## config.mk

```make
export PLATFORM = sky130hd
export DESIGN_NAME = pic_gpio_bank
export DESIGN_NICKNAME = d
export VERILOG_FILES = /design/src/rtl/pic_gpio_bank.sv
export SDC_FILE = /design/constraint.sdc
export NUM_CORES = 1
export LEC_CHECK = 0
export ABC_AREA = 0
export BUFFER_PORTS_ARGS = -buffer_cell sky130_fd_sc_hd__buf_4
export CAP_MARGIN = 20
export CELL_PAD_IN_SITES_DETAIL_PLACEMENT = 2
export CELL_PAD_IN_SITES_GLOBAL_PLACEMENT = 2
export CORE_MARGIN = 3
export CORE_UTILIZATION = 39
export CTS_BUF_LIST = sky130_fd_sc_hd__clkbuf_4
export CTS_CLUSTER_DIAMETER = 60
export DETAILED_ROUTE_END_ITERATION = 12
export PLACE_DENSITY = 0.88
export SYNTH_ARGS = -nofsm -noshare
export SYNTH_HDL_FRONTEND = slang
export SYNTH_SLANG_ARGS = --single-unit
```

## constraint.sdc

```tcl
create_clock -name clk -period 3 [get_ports clk]
set_input_delay 0.15 -clock clk [delete_from_list [all_inputs] [get_ports clk]]
set_output_delay 0.15 -clock clk [all_outputs]
set_load 0.005 [all_outputs]
```

## src/rtl/pic_gpio_bank.sv

```systemverilog
// Purpose: PIC-style GPIO bank with PORT/TRIS/IOC registers, pad synchronizers and interrupt-on-change flags.
// Latency: writes take effect on the next clk edge, reads are combinational, pad changes reach sync after 2 edges, and flags follow sync by 1 edge.
// Backpressure: none; every access completes in the cycle it is presented.
module pic_gpio_bank #(
    parameter int         NUM_PORTS      = 2,
    parameter int         WIDTH          = 8,
    parameter logic [8:0] PORT_BASE_ADDR = 9'h005,
    parameter logic [8:0] TRIS_BASE_ADDR = 9'h085,
    parameter logic [8:0] IOC_BASE_ADDR  = 9'h096
) (
    input  logic                       clk,
    input  logic                       rst,
    input  logic [8:0]                 addr,
    input  logic                       wr_en,
    input  logic                       rd_en,
    input  logic [7:0]                 data_in,
    output logic [7:0]                 data_out,
    input  logic [NUM_PORTS*WIDTH-1:0] phy_in,
    output logic [NUM_PORTS*WIDTH-1:0] phy_out,
    output logic [NUM_PORTS*WIDTH-1:0] phy_oe,
    output logic [NUM_PORTS-1:0]       ioc_flags,
    output logic                       ioc_strobe
);

    localparam int NW = NUM_PORTS * WIDTH;

    // Architectural registers, all ports packed side by side
    logic [NW-1:0]        r_port;
    logic [NW-1:0]        r_tris;
    logic [NW-1:0]        r_ioc;
    logic [NW-1:0]        r_ref;
    logic [NW-1:0]        r_sync1;
    logic [NW-1:0]        r_sync2;
    logic [NUM_PORTS-1:0] r_flags;
    logic                 r_strobe;

    // Decode and per-port derived values
    logic [NUM_PORTS-1:0] w_port_hit;
    logic [NUM_PORTS-1:0] w_tris_hit;
    logic [NUM_PORTS-1:0] w_ioc_hit;
    logic [NUM_PORTS-1:0] w_rd_port;
    logic [NUM_PORTS-1:0] w_mis;
    logic [NUM_PORTS-1:0] w_flags_nxt;
    logic [NW-1:0]        w_port_val;
    logic [7:0]           w_rd;

    for (genvar g = 0; g < NUM_PORTS; g++) begin : g_port
        localparam int LO = g * WIDTH;

        assign w_port_hit[g] = (addr == 9'(PORT_BASE_ADDR + g));
        assign w_tris_hit[g] = (addr == 9'(TRIS_BASE_ADDR + g));
        assign w_ioc_hit[g]  = (addr == 9'(IOC_BASE_ADDR + g));

        // Input pins show the synchronized pad, output pins show the latch
        assign w_port_val[LO +: WIDTH] = (r_tris[LO +: WIDTH] & r_sync2[LO +: WIDTH])
                                       | (~r_tris[LO +: WIDTH] & r_port[LO +: WIDTH]);

        // Only IOC-enabled input pins can raise a mismatch
        assign w_mis[g] = |(r_ioc[LO +: WIDTH] & r_tris[LO +: WIDTH]
                            & (r_sync2[LO +: WIDTH] ^ r_ref[LO +: WIDTH]));

        assign w_rd_port[g] = rd_en & w_port_hit[g];

        // A PORT read clears the flag and wins over a concurrent mismatch
        assign w_flags_nxt[g] = ~w_rd_port[g] & (r_flags[g] | w_mis[g]);
    end

    // Combinational read mux; unmapped addresses and unused upper bits read zero
    always_comb begin
        w_rd = 8'h00;
        for (int i = 0; i < NUM_PORTS; i++) begin
            if (w_port_hit[i]) w_rd[WIDTH-1:0] = w_port_val[i*WIDTH +: WIDTH];
            if (w_tris_hit[i]) w_rd[WIDTH-1:0] = r_tris[i*WIDTH +: WIDTH];
            if (w_ioc_hit[i])  w_rd[WIDTH-1:0] = r_ioc[i*WIDTH +: WIDTH];
        end
    end

    // Register writes from the core; upper data bits beyond WIDTH are dropped
    always_ff @(posedge clk or posedge rst) begin
        if (rst) begin
            r_port <= '0;
            r_tris <= '1;
            r_ioc  <= '0;
        end else if (wr_en) begin
            for (int i = 0; i < NUM_PORTS; i++) begin
                if (w_port_hit[i]) r_port[i*WIDTH +: WIDTH] <= data_in[WIDTH-1:0];
                if (w_tris_hit[i]) r_tris[i*WIDTH +: WIDTH] <= data_in[WIDTH-1:0];
                if (w_ioc_hit[i])  r_ioc[i*WIDTH +: WIDTH]  <= data_in[WIDTH-1:0];
            end
        end
    end

    // Two-flop pad synchronizer
    always_ff @(posedge clk or posedge rst) begin
        if (rst) begin
            r_sync1 <= '0;
            r_sync2 <= '0;
        end else begin
            r_sync1 <= phy_in;
            r_sync2 <= r_sync1;
        end
    end

    // Change reference, sticky flags and single-cycle strobe on any flag rise
    always_ff @(posedge clk or posedge rst) begin
        if (rst) begin
            r_ref    <= '0;
            r_flags  <= '0;
            r_strobe <= 1'b0;
        end else begin
            for (int i = 0; i < NUM_PORTS; i++) begin
                if (w_rd_port[i]) r_ref[i*WIDTH +: WIDTH] <= r_sync2[i*WIDTH +: WIDTH];
            end
            r_flags  <= w_flags_nxt;
            r_strobe <= |(w_flags_nxt & ~r_flags);
        end
    end

    assign data_out   = w_rd;
    assign phy_out    = r_port;
    assign phy_oe     = ~r_tris;
    assign ioc_flags  = r_flags;
    assign ioc_strobe = r_strobe;

endmodule
```

[Word-level counts from Yosys, hierarchy flattened]
Cells that the tools add are included.
Word-level totals
  register bits: 99
  bits of input ports: 37
  output and inout bits: 43
  word-level logic and storage cells: 58
Operators by class
  equal/unequal tests: 6
  mux-type cells: 6
  bitwise gates (word level): 25
  reduce and logical (&&, ||, !) cells: 9
Operators with widths (count)
  8-bit bitwise AND: 8
  8-bit 2-to-1 mux: 6
  9-bit by 8-bit equality test with 1-bit output, second input constant: 4
  9-bit by 3-bit equality test with 1-bit output, second input constant: 2
  16-bit inverter: 1
  8-bit inverter: 2
  8-bit bitwise OR: 2
  8-bit OR reduction: 2
  8-bit XOR: 2
  2-bit AND reduction: 6
  1-bit bitwise AND: 4
  2-bit bitwise AND: 1
  1-bit inverter: 2
  2-bit inverter: 1
  1-bit bitwise OR: 2
  2-bit OR reduction: 1

[Depth between registers and ports, before layout]
  depth in word-level cells: 9
  gate-level depth with buffers: 7
  mapped depth without buffers: 4

[Worst setup path after synthesis]
No wires, ideal clock.
  path type: input -> register
  from: input addr[8]
  to: register r_ref[0]
  library setup time: 125 ps
  arrival time: 1470 ps
  required time: 2875 ps
  setup slack: 1405 ps
  stages on the path: 5
  path buffers: 2
  cell sequence: or3_1 buf_6 or3_1 buf_6 mux2_4
On the way
  longest elaborated chain between the ends: 2
RTL lines
  start, declared: line 13  | input logic [8:0] addr,
  9-bit by 3-bit equality test with 1-bit output: line 50  | assign w_port_hit[g] = (addr == 9'(PORT_BASE_ADDR + g));
  1-bit bitwise AND: line 62  | assign w_rd_port[g] = rd_en & w_port_hit[g];
  end signal, assigned by index: line 112  | if (w_rd_port[i]) r_ref[i*WIDTH +: WIDTH] <= r_sync2[i*WIDTH +: WIDTH];
  end, declared: line 31  | logic [NW-1:0] r_ref;
Every way passes these cells.
A chain may end at the register's enable or synchronous reset.

[Worst setup path after layout]
  from: register r_tris[14]
  to: output data_out[6]
On the way
  longest elaborated chain between the ends: 6
RTL lines
  start, declared: line 29  | logic [NW-1:0] r_tris;
  start signal, assigned by index: line 87  | if (w_tris_hit[i]) r_tris[i*WIDTH +: WIDTH] <= data_in[WIDTH-1:0];
  8-bit inverter: line 56  | | (~r_tris[LO +: WIDTH] & r_port[LO +: WIDTH]);
  8-bit bitwise AND: line 56
  8-bit bitwise OR: line 56
  8-bit 2-to-1 mux: line 72  | if (w_port_hit[i]) w_rd[WIDTH-1:0] = w_port_val[i*WIDTH +: WIDTH];
  8-bit 2-to-1 mux *: line 73  | if (w_tris_hit[i]) w_rd[WIDTH-1:0] = r_tris[i*WIDTH +: WIDTH];
  8-bit 2-to-1 mux *: line 74  | if (w_ioc_hit[i]) w_rd[WIDTH-1:0] = r_ioc[i*WIDTH +: WIDTH];
  end, declared: line 17  | output logic [7:0] data_out,
Mark *: on every way between the ends. The rest lies on a longest branch, timed or not.

==> impl_metrics.toml <==
[run_status]
status = "completed"

[worst_setup_path]
worst-endpoint-required_ns = 2.85
critical_path.top_delay_family = "compound AO/OA/AOI/OAI gates"
critPathLaunchType = "flop"
r2r-start = "r_sync2[10]"
cp_max_fo = 5
worst-path-buf-inv = 1
startpoint = "r_tris[14]"
slowest_stage = "dfstp_2"
worstSetupPathType = "flop to output pin"
cp_slowest_stage_delay_ns = 0.62
crit_path_end_kind = "output pin"
crit_chain = "mux2_2 > a2111oi_0 > a211o_1 > a21oi_1 > buf_4"
arrival_ns = 2.31

[timing]
rsz0062_at_grt = "false"
hold_viol_final = 0
fmax_mhz = 407
finClkSkew_ns = 0.0164
fin_crit_ns = 2.46
slew_viol_final = 0
tns_ns = 0
relSlewSlack_pct = 53.2
period_share_pct = 81.9
setup-violations-final = 0
worstMarginPinSlew_ns = 0.695

[finish]
syn_to_final_growth_pct = 24.9
drive_gt1_share_pct = 40.3
fillCellCount = 1075
postLayoutCellArea_um2 = 5500
num_antenna_cells = 0
fin_nets = 492
final_cells = 599

[clocking]
clkSinkCount = 99
worstSkewPairLatency_ns = 0.46
h-tree-depth = 3
cts_root_buf = "clkbuf_4"
cts_tree = "built"
clk_pin_slew_ns = 0.16
clk_path_buf_depth = 2
cts_buffers = 9
post_cts_resize_count = 0
postCtsSetupBuffers = 0

[place]
place_area_um2 = 5120
placed_cells = 559
dp_hpwl_um = 9650
portBuffers = 79
globalplace.congestion = 0.862

[power]
p_leak_nw = 2.58
ir_worst_vdd_v = 0.000275
power.density_nw_per_um2 = 434
p_clk_share_pct = 30.0
power_frac_comb_pct = 10.0
power_w = 0.00239
p_seq_share_pct = 60.0
power.switching_w = 0.000606
p_int_w = 0.00178
switching_share_pct = 25.4

[global_route]
grt_pass1_vias = 3874
grt_usage_pct = 23.5
antenna_found_initial = 1
grt_pass1_wl_um = 22500
grt_overflow_total = 0
grt_max_degree = 57

[floorplanning]
num_io_pins = 80
die_w_um = 112
fp.dieH_um = 112
rows = 38
initial_core_util_pct = 40.3
core-area_um2 = 10900
dieArea_um2 = 12600

[synth]
synth_top_cell_by_area = "dfrtp_1"
ys_types = 45
yosys_register_bits = 99
synth-async-reset-ratio_pct = 100
syn-num-nets = 387
synth_edf_count = 0
synth_top_area_share_pct = 47.1
synthFlopType = "dfrtp_1"
postSynthAreaPerCell_um2 = 12.6
yosys-top-cells-area = "dfrtp_1, mux2_2, dfstp_2, xnor2_1, mux2_4"
synthesis.area_um2 = 4410
synth_cells = 350
synth-seq-area-share_pct = 56.7
yosysWarnings = 0

[detailed_routing]
drtAntennaViolNets = 0
drc = 0
routedWlPerCell_um = 23.9
vias = 3377
drtIter0Drc = 170
wl_um = 14300
viasPerCell = 5.64
firstDrtPassIters = 4

[hold_path]
hp-start = "rd_en"
hp-class = "primary input to flop"

[job]
drv_cap = 0
## cell type report
cell class / instances / area, um2 / share of cell area, %
clock buffer: 12 / 90.1 / 1.64
clock inverter: 3 / 41.3 / 0.751
inverter: 22 / 85.1 / 1.55
multi-input combinational: 216 / 1750 / 31.7
sequential: 99 / 2500 / 45.4
tap: 140 / 175 / 3.18
timing repair buffer: 107 / 866 / 15.7
## flip-flops by register name, indices dropped and copies added, names as in the netlist
register,flops
r_ref,16
ioc_flags,2
r_sync2,16
phy_out,16
r_sync1,16
ioc_strobe,1
r_ioc,16
r_tris,16
## path summary, 6_finish.rpt
kind,end,slack (ns),cells past startpoint
setup / recovery,data_out[6],0.54,5
hold / removal,r_ref[10],0.22,3
setup reg to reg,ioc_flags[1],1.19,4
hold reg to reg,r_sync2[12],0.37,0
max in group asynchronous,r_tris[15],1.80,4
min in group asynchronous,r_ref[7],0.34,3
## power by group through the flow
stage | clock (W) | sequential (W) | combinational (W)
floorplan | 0 | 0.00144 | 0.000105
global placement | 0 | 0.00145 | 0.000199
detailed placement | 0 | 0.00146 | 0.000211
CTS | 0.000728 | 0.00143 | 0.000237
global route | 0.000800 | 0.00144 | 0.000261
finish | 0.000716 | 0.00143 | 0.000239
## cells by family after synthesis
logic type / count (synthesis) / share of synthesized area (%)
xor+xnor: 16 / 3.18
mux: 59 / 15.7
simple gates: 72 / 10.9
compound gates: 69 / 9.86
flops: 99 / 56.7
buf+inv: 35 / 3.66
## routing by layer
metal  vias up  GRT usage, %  wire length (um)  part of all wire (%)
li1       1469             -                 -                     -
met1      1757          30.3              5960                    42
met2       122          39.7              7300                    51
met3        27          5.28               752                   5.2
met4         2          7.45               308                   2.1
met5         -             0                 7                 0.049
## metrics by stage
| stage | worst slack [ns] | hold WS (ns) | util (%) |
|---|---|---|---|
| finish | 0.543 | 0.224 | 50.3 |
| global route | 0.395 | 0.214 | 50.3 |
| CTS | 0.550 | 0.201 | 50.3 |
| detailed placement | 0.864 | 0.261 | 46.8 |
| global placement | 0.921 | 0.260 | 46.8 |
| floorplan | 0.286 | 0.181 | - |
## synth_stat cells (6+ instances only)
library cell / number
o21ai_0: 23
and3_1: 8
nand2_1: 27
or3b_2: 7
o22ai_1: 8
xnor2_1: 16
inv_1: 22
dfrtp_1: 83
buf_2: 6
mux2_4: 8
a21oi_1: 12
mux2_2: 49
dfstp_2: 16
## repair_timing
item	4_1_cts	5_1_grt
hold buffers	25	0
endpoints found under the setup margin	0	0
hold endpoints to repair	102	0
## worst reg2reg max path, stage by stage, from the launching register on
cell and delay, ns:
dfrtp_1 0.44, xnor2_1 0.22, o32ai_1 0.16, nor4_1 0.66, a21oi_1 0.20
## layout by cell type, fill, tap and decap left out, drive strengths merged, types with 6 or more instances in the layout
cell,count
nor2,6
dfrtp,83
dfstp,16
a21oi,12
o21ai,23
or3b,9
mux2,57
nand2,27
xnor2,16
inv,22
clkbuf,12
o22ai,8
and3,8
buf,82
dlygate4sd3,25
Power figures use the tool's default switching activity.
